**src/rtl/skew_sr_pkg.sv**
```systemverilog
// Shared types and the per-lane delay rule for the skew/deskew shift register.
package skew_sr_pkg;

  typedef enum logic {SKEW, DESKEW} skew_mode_e;

  // Delay in enabled cycles of lane c; SKEW grows with c, DESKEW shrinks with c.
  function automatic int lane_delay(input int c, input int n_ch, input int base,
                                    input int step, input skew_mode_e mode);
    if (mode == SKEW) return base + step * c;
    else              return base + step * (n_ch - 1 - c);
  endfunction

endpackage

```
**src/rtl/sr_lane.sv**
```systemverilog
// One lane: DEPTH registered stages carrying valid and data together,
// with global stall (i_en=0) and flush (clears valids, data holds).
module sr_lane #(
  parameter int DEPTH     = 1,
  parameter int DAT_WIDTH = 16
) (
  input  logic                 clk,
  input  logic                 rst_n,
  input  logic                 i_en,
  input  logic                 i_flush,
  input  logic                 i_dat_vld,
  input  logic [DAT_WIDTH-1:0] i_dat,
  output logic                 o_dat_vld,
  output logic [DAT_WIDTH-1:0] o_dat,
  output logic                 o_any_vld
);

  logic [DEPTH-1:0]     vld_chain;
  logic [DAT_WIDTH-1:0] dat_chain [DEPTH];

  for (genvar gi = 0; gi < DEPTH; gi++) begin : g_stage
    logic                 vld_in;
    logic [DAT_WIDTH-1:0] dat_in;
    logic                 vld_q, vld_d;
    logic [DAT_WIDTH-1:0] dat_q, dat_d;

    if (gi == 0) begin : g_head
      assign vld_in = i_dat_vld;
      assign dat_in = i_dat;
    end else begin : g_body
      assign vld_in = vld_chain[gi-1];
      assign dat_in = dat_chain[gi-1];
    end

    // Flush outranks advance; data is left in place so only valids toggle.
    always_comb begin
      vld_d = vld_q;
      dat_d = dat_q;
      if (i_flush) begin
        vld_d = 1'b0;
      end else if (i_en) begin
        vld_d = vld_in;
        dat_d = dat_in;
      end
    end

    always_ff @(posedge clk or negedge rst_n) begin
      if (!rst_n) begin
        vld_q <= 1'b0;
        dat_q <= '0;
      end else begin
        vld_q <= vld_d;
        dat_q <= dat_d;
      end
    end

    assign vld_chain[gi] = vld_q;
    assign dat_chain[gi] = dat_q;
  end

  assign o_dat_vld = vld_chain[DEPTH-1];
  assign o_dat     = dat_chain[DEPTH-1];
  assign o_any_vld = |vld_chain;

endmodule

```
**src/rtl/skew_sr.sv**
```systemverilog
// N_CH independent delay lanes whose depth grows (SKEW) or shrinks (DESKEW)
// with the lane index; o_busy reports any valid beat still in flight.
module skew_sr
  import skew_sr_pkg::*;
#(
  parameter int         N_CH       = 4,
  parameter int         DAT_WIDTH  = 16,
  parameter int         BASE_DEPTH = 1,
  parameter int         STEP       = 1,
  parameter skew_mode_e MODE       = SKEW
) (
  input  logic                           clk,
  input  logic                           rst_n,
  input  logic                           i_en,
  input  logic                           i_flush,
  input  logic [N_CH-1:0]                i_dat_vld,
  input  logic [N_CH-1:0][DAT_WIDTH-1:0] i_dat,
  output logic [N_CH-1:0]                o_dat_vld,
  output logic [N_CH-1:0][DAT_WIDTH-1:0] o_dat,
  output logic                           o_busy
);

  if (BASE_DEPTH < 1 || N_CH < 1 || STEP < 0) begin : g_param_check
    $error("skew_sr: BASE_DEPTH and N_CH must be >= 1, STEP must be >= 0");
  end

  logic [N_CH-1:0] lane_busy;

  for (genvar gi = 0; gi < N_CH; gi++) begin : g_lane
    localparam int D = lane_delay(gi, N_CH, BASE_DEPTH, STEP, MODE);

    sr_lane #(
      .DEPTH    (D),
      .DAT_WIDTH(DAT_WIDTH)
    ) u_lane (
      .clk      (clk),
      .rst_n    (rst_n),
      .i_en     (i_en),
      .i_flush  (i_flush),
      .i_dat_vld(i_dat_vld[gi]),
      .i_dat    (i_dat[gi]),
      .o_dat_vld(o_dat_vld[gi]),
      .o_dat    (o_dat[gi]),
      .o_any_vld(lane_busy[gi])
    );
  end

  // OR of flop outputs only, so o_busy never glitches within a cycle.
  assign o_busy = |lane_busy;

endmodule

```
**config.mk**
```make
export PLATFORM = sky130hd
export DESIGN_NAME = skew_sr
export DESIGN_NICKNAME = d
export VERILOG_FILES = /design/src/rtl/skew_sr_pkg.sv /design/src/rtl/sr_lane.sv /design/src/rtl/skew_sr.sv
export SDC_FILE = /design/constraint.sdc
export NUM_CORES = 1
export LEC_CHECK = 0
export ABC_AREA = 1
export CAP_MARGIN = 25
export CORE_UTILIZATION = 39
export DETAILED_ROUTE_END_ITERATION = 8
export PLACE_DENSITY = 0.62
export SLEW_MARGIN = 10
export SYNTH_ARGS = -nofsm -noshare
export SYNTH_HDL_FRONTEND = slang
export SYNTH_SLANG_ARGS = --single-unit
```
**constraint.sdc**
```tcl
create_clock -name clk -period 1.2 [get_ports clk]
set_input_delay 0.12 -clock clk [delete_from_list [all_inputs] [get_ports clk]]
set_output_delay 0.12 -clock clk [all_outputs]
set_load 0.02 [all_outputs]
```
### Word level (Yosys, flattened, before mapping)

Index checks and enable logic that the tools add are counted.

| word-level totals | value |
|---|---|
| register bits | 170 |
| input bits | 72 |
| output and inout bits | 69 |
| word-level logic and storage cells | 44 |

| operators by class | value |
|---|---|
| mux-type cells | 20 |
| bitwise operators | 1 |
| reductions and logical operators | 3 |

Operators by type and width:

| cell | number |
|---|---|
| $mux W1 | 20 |
| $reduce_or A10 Y1 | 1 |
| $reduce_and A2 Y1 | 1 |
| $reduce_bool A2 Y1 | 1 |
| $not A1 Y1 | 1 |

### Logic depth before layout (Yosys ltp)

Gate-level depths: netlist of run 1.

| depth | value |
|---|---|
| depth after elaboration | 2 |
| depth in mapped cells | 6 |
| gate-level depth less buffers | 4 |

### Cells and area by module

Synthesis of run 1 repeated with hierarchy kept, for this count alone.

| second synthesis, totals | value |
|---|---|
| cell total of the unflattened synthesis | 754 |
| area total of the unflattened synthesis | 6,914.1 sq um |

By module, submodules not included:

| module | times used | cells each | area each (sq um) | sequential area each (sq um) |
|---|---|---|---|---|
| sr_lane (g_lane[3].u_lane) | 1 | 299 | 2,726.4 | 1,701.6 |
| sr_lane (g_lane[2].u_lane) | 1 | 226 | 2,038.2 | 1,276.2 |
| sr_lane (g_lane[1].u_lane) | 1 | 150 | 1,436.4 | 850.8 |
| sr_lane (g_lane[0].u_lane) | 1 | 76 | 701.9 | 425.4 |
| skew_sr | 1 | 3 | 11.3 | 0.0 |

### Worst setup path after synthesis of run 1

Ideal clock, no wire load.

| timing | value |
|---|---|
| kind | reg2out |
| from | reg g_lane[2].u_lane.g_stage[2].vld_q |
| to | out o_busy |
| data arrival time | 876 ps |
| required time | 1,080 ps |
| slack | 204 ps |
| stages on the path, launching flop included | 4 |
| path buffers | 0 |
| cells stage by stage | dfrtp_1 or2_2 nor2_1 nand2_1 |

| on the way | value |
|---|---|
| word-level cells in the longest chain between the ends | 1 |

RTL lines:

| what | RTL line | RTL |
|---|---|---|
| start, declared | sr_lane.sv:24 | `logic vld_q, vld_d;` |
| start signal, assigned | sr_lane.sv:52 | `vld_q <= vld_d;` |
| $reduce_or A10 Y1 | skew_sr.sv:49 | `assign o_busy = \|lane_busy;` |
| end, declared | skew_sr.sv:20 | `output logic o_busy` |

No other way between the ends.

### Final worst setup path of run 1

Same ends and word-level chain as after synthesis.

==> impl_metrics.ini, run 1 <==
[status]
status = finished with violations
violations = setup timing

[worst_hold_path]
hp-class = primary input to register
worstHoldStart = i_en

[layout]
drive_above_1_share_pct = 16.4
final_core_util_pct = 53.1
area_delta_synth_final_pct = 31.7
nNetsFinal = 964
antenna_cells = 0

[yosys]
syn_area_um2 = 6760
synth.distinct_cells = 13
ys_top_cells_by_area = dfrtp_1 63%, nand2_1 19%, nand3_1 12%
synth_flop_cell = dfrtp_1
async_flop_share_pct = 100
ys_seq_area_share_pct = 63.0
synth_top_area_share_pct = 63.0
synth_seq_cells = 170
syn_inst = 750
ys.warnings.count = 0
yosys-top-cells-count = 341 x nand2_1, 170 x dfrtp_1, 168 x nand3_1
syn_area_per_cell_um2 = 9.01
yosysMostFrequentCell = nand2_1
synth_nets = 822
synth_top_area_cell = dfrtp_1
synth-edff-count = 0

[sta]
worst_slew_pin_slew_ns = 0.490
slew_viol_final = 0
fmax_ghz = 0.686
fin_skew_ns = 0.00752
fin_crit_sh_pct = 122
final.setup.worst_slack_ns = -0.258
final-hold-violation-count = 0
setup_viol = 1
relSlewSlack_pct = 67.4
min_period_ns = 1.46
rsz0062_at_grt = yes

[placed_design]
gp_congestion = 0.735
port_buffers = 140
dpl.hpwl_um = 9610

[setup_path]
crit_fanout = 2
critPathKind = register to primary output
reg2reg_from = g_lane[2].u_lane.g_stage[0].vld_q$_DFFE_PN0P_
startpoint_type = register
r2r_cells = 4
r2r_end = g_lane[2].u_lane.g_stage[1].vld_q$_DFFE_PN0P_
crit_end = o_busy
worstPathRequired_ns = 1.08
crit_start = g_lane[2].u_lane.o_dat_vld$_DFFE_PN0P_
cp-end-kind = primary output
cp.arrival_ns = 1.34
ff2ff_setup_slack_ns = 0.34

[clocking]
cts.clk_slew.worst_paths_ns = 0.06
cts_buffers = 17
cts_tree = yes
max-clock-path-buffers = 2
insertion_delay_ns = 0.42
clockRootBuffer = clkbuf_16
cts_max_level = 4
cts_sinks = 170

[floorplan]
dieWidth_um = 134
die-area_um2 = 17900
coreArea_um2 = 16800
num_rows = 47
die_height_um = 134
ios = 141
start_util_pct = 40.3

[routing]
drc = 0
drt_iter0_drc = 343
vias_per_cell = 4.72
routed_wl_um = 14900
ant_nets = 0
drt_first_pass_iters = 4
post_drt_wl_per_cell_um = 13.2
num_vias = 5306

[power]
power.total_mw = 14.6
power.density_nw_per_um2 = 1640
vdd_ir_drop_max_mv = 1.10
p_leak_nw = 4.77

[grt]
antenna_found_initial = 0
grt_max_degree = 72
grt_pass1_wl_um = 25600
first_global_vias = 5180
grt_use_total_pct = 17.9
overflow = 0

[job]
cap_violations = 0
## worst max-delay path: stages (launching register included)
cell and delay (ns):
dfrtp_1 0.41, or2_4 0.24, nor2_2 0.07, nand2_1 0.07, buf_6 0.13
## metrics by stage
step / setup slack [ns] / instances / hold WS, ns / setup TNS (ns) / instance area [µm²]
after floorplan: 0.204 / 750 / -0.176 / 0 / 6760
after global placement: -0.272 / 1091 / 0.0557 / -25.21 / 8590
after detailed placement: -0.293 / 1091 / 0.0584 / -26.43 / 8590
after CTS: -0.284 / 1124 / 0.000649 / -0.295 / 9080
after global routing: -0.314 / 1125 / 0.0141 / -0.413 / 8900
final: -0.258 / 1125 / 0.0141 / -0.258 / 8900
## how the worst min path moves through the flow
stage / end / slack, ns / cells past startpoint
final: g_lane[3].u_lane.g_stage[0].vld_q$_DFFE_PN0P_ / 0.01 / 3
after global routing: g_lane[3].u_lane.g_stage[1].vld_q$_DFFE_PN0P_ / 0.01 / 3
after CTS: g_lane[3].u_lane.g_stage[0].vld_q$_DFFE_PN0P_ / 0.0006 / 3
after detailed placement: g_lane[3].u_lane.o_dat[11]$_DFFE_PN0P_ / 0.06 / 1
after global placement: g_lane[0].u_lane.o_dat[3]$_DFFE_PN0P_ / 0.06 / 1
after floorplan: g_lane[0].u_lane.o_any_vld$_DFFE_PN0P_ / -0.18 / 0
## placed cells by master (no fill, tap or decap), types with 3 or more instances in the layout
cell               n
clkbuf_8           4
nand2_1          341
dfrtp_1          170
clkdlybuf4s50_1   69
buf_2             58
nand3_1          168
buf_4             25
clkinv_2           4
clkdlybuf4s15_2    6
buf_6              9
nor2_2             3
clkbuf_16         17
inv_6              3
buf_12            13
## power breakdown
part / internal [mW] / leakage [nW] / switching, mW
sequential: 6.57 / 2.17 / 0.446
clock: 2.87 / 0.274 / 2.18
combinational: 1.01 / 2.33 / 1.49
## repair_timing
| item | CTS | global route |
|---|---|---|
| setup buffers | 0 | 2 |
| hold endpoints to repair | 153 | 0 |
| setup endpoints to repair | 69 | 38 |
| cloned | 0 | 0 |
| pin swaps | 5 | 2 |
| hold buffers | 1 | 0 |
| gates resized for setup | 254 | 37 |
## cell families after synthesis
kind of cell / Yosys count / synth area share (%)
simple gates: 517 / 32.1
flops: 170 / 63.0
buf+inv: 61 / 4.82
compound gates: 2 / 0.148
## state kept, by name (all words and copies together) (netlist names)
register / count
g_lane.u_lane.g_stage.dat_q: 96
g_lane.u_lane.o_dat: 64
g_lane.u_lane.g_stage.vld_q: 6
g_lane.u_lane.o_dat_vld: 3
g_lane.u_lane.o_any_vld: 1
## per-layer routing
metal | GRT usage [%] | wire [µm]
met3 | 4.72 | 765
met5 | 0 | 0
met2 | 26.7 | 6760
met4 | 5.49 | 127
met1 | 25.3 | 7210
## final cells by class
type,instances,area (µm²)
inverters,3,16.3
flip-flops and latches,170,4250
well taps,220,275
fillers,1642,7860
clock buffers,23,488
clock inverters,9,62.6
repair buffers,181,1610
multi-input cells,519,2190
Note: power is estimated with default switching activity, not from simulation.
==> run 2: changes to the inputs <==
Settings changed: CORE_ASPECT_RATIO from default to 1.75, CORE_UTILIZATION 39 to 40, PLACE_DENSITY 0.62 to 0.63.
==> run 2 against run 1 <==
  * The run still ends with setup timing left
  * Final cell count decreased by 0.18%
  * Power increased by 3.8%
  * Combinational power about the same
  * Design area increased by 0.39%
  * Hold slack improved by 0.052 ns
  * Via count increased by 0.32%
  * Clock-buffer cell count decreased by 3
  * Die area decreased by 2.3%
  * Wire length decreased by 1.4%
  * Highest routed layer unchanged
==> impl_metrics.ini, run 2 (same netlist as run 1, synthesis figures left out) <==
[setup_path]
critPathKind = register to primary output
crit_fanout = 2
cp.arrival_ns = 1.31
cp-end-kind = primary output
worstPathRequired_ns = 1.08
startpoint_type = register

[sta]
holdWs_ns = 0.0663
fin_crit_sh_pct = 119
relSlewSlack_pct = 72.3
worst_slew_pin_slew_ns = 0.415
final-hold-violation-count = 0
slew_viol_final = 0
rsz0062_at_grt = yes
min_period_ns = 1.43
final.setup.worst_slack_ns = -0.233
fmax_ghz = 0.698
fin_skew_ns = 0.00916
setup_viol = 1

[placed_design]
place_ws_ns = -0.266
port_buffers = 140
dp.cells = 1088
gp_congestion = 0.719
dpl.hpwl_um = 9330

[floorplan]
die_height_um = 174
ios = 141
die-area_um2 = 17400
dieWidth_um = 100
start_util_pct = 41.1
num_rows = 62
coreArea_um2 = 16400

[status]
status = finished with violations
violations = setup timing

[grt]
grt_use_total_pct = 17.7
grt_max_degree = 55
grt_pass1_wl_um = 24700
antenna_found_initial = 1
first_global_vias = 5044
overflow = 0

[routing]
post_drt_wl_per_cell_um = 13.1
ant_nets = 0
drt_iter0_drc = 277
vias_per_cell = 4.74
routed_wl_um = 14700
drt_first_pass_iters = 4
num_vias = 5323
drc = 0

[clocking]
max-clock-path-buffers = 2
cts.clk_slew.worst_paths_ns = 0.07
clockRootBuffer = clkbuf_16
cts_sinks = 170
cts_max_level = 4
cts_tree = yes
insertion_delay_ns = 0.42
cts_buffers = 17

[power]
p_sw_mw = 4.18
p_int_mw = 10.9
power.density_nw_per_um2 = 1690
p_sw_share_pct = 27.6
seq_power_share_pct = 46.3
p_leak_nw = 4.77
p_comb_share_pct = 16.5
vdd_ir_drop_max_mv = 0.909
p_clk_share_pct = 37.2

[layout]
nNetsFinal = 957
finalNonFillerCells = 1123
drive_above_1_share_pct = 15.7
mostFrequentLayoutCells = 341 x nand2_1, 170 x dfrtp_1, 168 x nand3_1, 69 x clkdlybuf4s50_1, 56 x buf_2
final_common_cell = nand2_1
largest_register_ffs = 96
largest-register = g_lane.u_lane.g_stage.dat_q
final_core_util_pct = 54.3
area_delta_synth_final_pct = 32.2

[job]
cap_violations = 0

[worst_hold_path]
hp-class = primary input to register
-- run 2: cell count changes in the layout (fill, tap and decap cells not counted) --
| cell | before | now |
|---|---|---|
| buf_12 | 13 | 14 |
| buf_2 | 58 | 56 |
| buf_4 | 25 | 18 |
| buf_6 | 9 | 8 |
| bufinv_16 | 0 | 3 |
| clkbuf_8 | 4 | 1 |
| clkdlybuf4s15_2 | 6 | 8 |
| clkinv_2 | 4 | 2 |
| diode_2 | 0 | 1 |
| inv_6 | 3 | 4 |
| inv_8 | 0 | 1 |
-- run 2: per-layer routing --
layer  GRT usage (%)  part of all wire (%)
met2            28.1                    50
met1            23.2                    44
met4            6.94                   2.1
met3            4.22                   4.2
met5               0                     0
-- run 2: path summary, 6_finish.rpt --
kind | slack [ns] | from | endpoint | cells past startpoint
max in group asynchronous | 0.49 | rst_n | g_lane[2].u_lane.g_stage[0].dat_q[3]$_DFFE_PN0P_ | 3
min in group asynchronous | 0.15 | rst_n | g_lane[1].u_lane.g_stage[0].vld_q$_DFFE_PN0P_ | 2
hold / removal | 0.07 | i_en | g_lane[3].u_lane.g_stage[1].dat_q[13]$_DFFE_PN0P_ | 3
setup reg to reg | 0.36 | g_lane[3].u_lane.o_dat_vld$_DFFE_PN0P_ | g_lane[3].u_lane.o_dat_vld$_DFFE_PN0P_ | 4
hold reg to reg | 0.46 | g_lane[2].u_lane.o_dat[1]$_DFFE_PN0P_ | g_lane[2].u_lane.o_dat[1]$_DFFE_PN0P_ | 2
setup / recovery | -0.23 | g_lane[2].u_lane.o_dat_vld$_DFFE_PN0P_ | o_busy | 4
-- run 2: area by class of cell --
type / instances / area, µm²
multi-input cells: 519 / 2190
clock inverters: 12 / 163
inverters: 3 / 16.3
repair buffers: 174 / 1580
flip-flops and latches: 170 / 4250
fillers: 1573 / 7510
clock buffers: 20 / 447
diodes: 1 / 2.50
well taps: 224 / 280
-- run 2: what timing repair did --
action,CTS,global route
pin swaps,4,2
gates resized for setup,249,38
gates cloned,0,0
endpoints found under the setup margin,69,41
setup buffers,0,2
endpoints found under the hold margin,170,0
hold buffers,1,0
-- run 2: worst max-delay path, cell delays in order, from the launching register on --
cell and delay, ns:
dfrtp_1 0.38, or2_4 0.25, nor2_2 0.08, nand2_1 0.06, buf_6 0.13
-- run 2: metrics by stage --
step / power, mW / instance area [µm²] / TNS (ns)
3_3_place_gp: 9.88 / 8550 / -24.45
3_5_place_dp: 9.95 / 8550 / -26.71
6_report: 15.1 / 8930 / -0.233
5_1_grt: 15.9 / 8930 / -0.337
4_1_cts: 15.4 / 9140 / -0.270
2_1_floorplan: 8.46 / 6760 / 0
-- run 2: power groups by stage --
stage                     clock [mW]  combinational (mW)  sequential, mW
final                           5.63                2.49            7.00
after floorplan                    0               0.975            7.49
after global placement             0                2.79            7.09
after detailed placement           0                2.83            7.12
after global routing            6.00                2.79            7.10
after CTS                       5.76                2.67            7.02
==> run 3: changes to the inputs <==
Settings changed: PLACE_DENSITY 0.63 to 0.65.
==> run 3 against run 2 <==
  * Final cell count grew 0.27%
  * Setup slack lost 0.010 ns
  * Sequential power is essentially flat
  * Critical path depth is the same
  * Sequential share of layout area shrank 0.34 points
  * Wire length shrank 0.10%
  * The flow still finishes with violations (setup timing)
  * Clock skew shrank 0.00067 ns
==> impl_metrics.ini, run 3 (same netlist as run 1, synthesis figures left out) <==
[placed_design]
dpl.hpwl_um = 9670
gp_congestion = 0.767
port_buffers = 140
place_area_um2 = 8590
dp.cells = 1093

[setup_path]
crit_start = g_lane[1].u_lane.o_dat_vld$_DFFE_PN0P_
cp-end-kind = primary output
startpoint_type = register
cp.arrival_ns = 1.32
reg2reg_from = g_lane[2].u_lane.o_dat_vld$_DFFE_PN0P_
crit_fanout = 2
worstPathRequired_ns = 1.08
critPathKind = register to primary output

[grt]
first_global_vias = 5163
grt_max_degree = 58
antenna_found_initial = 1
met3_usage_pct = 3.14
grtUsageMet1_pct = 23.2
grt_util_met2_pct = 29.9
grt.busiest_layer = met2
overflow = 0
grt_pass1_wl_um = 25100
grt_use_total_pct = 18.0

[sta]
worst_slew_pin_slew_ns = 0.302
fin_setup_tns_ns = -0.243
relSlewSlack_pct = 79.9
setup_viol = 1
slew_viol_final = 0
final.setup.worst_slack_ns = -0.243
rsz0062_at_grt = yes
fin_crit_sh_pct = 120
min_period_ns = 1.44
fin_skew_ns = 0.00849
fmax_ghz = 0.693
final-hold-violation-count = 0

[clocking]
cts_sinks = 170
cts_max_level = 4
max-clock-path-buffers = 2
clockRootBuffer = clkbuf_16
cts_tree = yes
cts_buffers = 17
insertion_delay_ns = 0.41
cts.clk_slew.worst_paths_ns = 0.07

[status]
violations = setup timing
status = finished with violations

[floorplan]
num_rows = 62
start_util_pct = 41.1
ios = 141
die_height_um = 174
coreArea_um2 = 16400
dieWidth_um = 100
die-area_um2 = 17400

[routing]
drt_iter0_drc = 253
drt_first_pass_iters = 4
vias_per_cell = 4.71
num_vias = 5298
post_drt_wl_per_cell_um = 13.0
drc = 0
routed_wl_um = 14700
ant_nets = 0

[layout]
largest_register_ffs = 96
final_common_cell = nand2_1
largest-register = g_lane.u_lane.g_stage.dat_q
nNetsFinal = 961
finalNonFillerCells = 1126
final_area_um2 = 9000
drive_above_1_share_pct = 16.1
mostFrequentLayoutCells = 341 x nand2_1, 170 x dfrtp_1, 168 x nand3_1, 69 x clkdlybuf4s50_1, 40 x buf_2
area_delta_synth_final_pct = 33.2

[job]
cap_violations = 0

[power]
power.density_nw_per_um2 = 1620
vdd_ir_drop_max_mv = 0.909
power.total_mw = 14.6
p_leak_nw = 4.74

[worst_hold_path]
worstHoldStart = i_en
hp-class = primary input to register
==> run 3: layout make-up <==
class,instances,area [µm²]
Antenna cell,1,2.50
Fill cell,1579,7450
Timing Repair Buffer,178,1710
Tap cell,224,280
Multi-Input combinational cell,519,2190
Clock buffer,19,453
Clock inverter,12,92.6
Sequential cell,170,4250
Inverter,3,16.3
==> run 3: what timing repair did <==
action | CTS | global route
endpoints found under the setup margin | 69 | 34
pin swaps | 4 | 1
endpoints found under the hold margin | 170 | 0
setup buffers | 1 | 2
hold buffers | 1 | 0
resized for setup | 233 | 31
cloned | 0 | 0
==> run 3: per-layer routing <==
metal  share of wire [%]  wire length [µm]
met5                   0                 0
met2                  50              7320
met1                  45              6560
met4                 1.8               257
met3                 3.5               511
==> run 3: stage by stage <==
step | setup WS [ns] | hold slack, ns | utilization (%)
5_1_grt | -0.281 | 0.0665 | 54.7
3_3_place_gp | -0.272 | 0.0170 | 52.2
2_1_floorplan | 0.204 | -0.176 | -
3_5_place_dp | -0.272 | 0.0176 | 52.2
6_report | -0.243 | 0.0601 | 54.7
4_1_cts | -0.276 | 0.0470 | 55.8
==> run 3: final timing paths <==
kind / endpoint / slack (ns) / cells after the start
worst max-delay path: o_busy / -0.24 / 4
worst min-delay path: g_lane[0].u_lane.o_dat[8]$_DFFE_PN0P_ / 0.06 / 3
worst max register to register: g_lane[2].u_lane.o_dat_vld$_DFFE_PN0P_ / 0.45 / 3
worst min register to register: g_lane[2].u_lane.o_dat[13]$_DFFE_PN0P_ / 0.46 / 2
max in group asynchronous: g_lane[0].u_lane.o_dat[12]$_DFFE_PN0P_ / 0.53 / 3
min in group asynchronous: g_lane[1].u_lane.g_stage[0].vld_q$_DFFE_PN0P_ / 0.14 / 2
==> run 3: report_power, final <==
group	leakage (nW)	switching, mW	total, mW	internal [mW]
logic	2.31	1.48	2.56	1.08
clock network	0.259	2.28	5.05	2.77
registers	2.17	0.432	7.00	6.57
==> run 3: worst max-delay path, stage by stage, from the launching register on <==
cell and delay, ns:
dfrtp_1 0.38, or2_4 0.24, nor2_1 0.08, nand2_1 0.07, buf_6 0.13
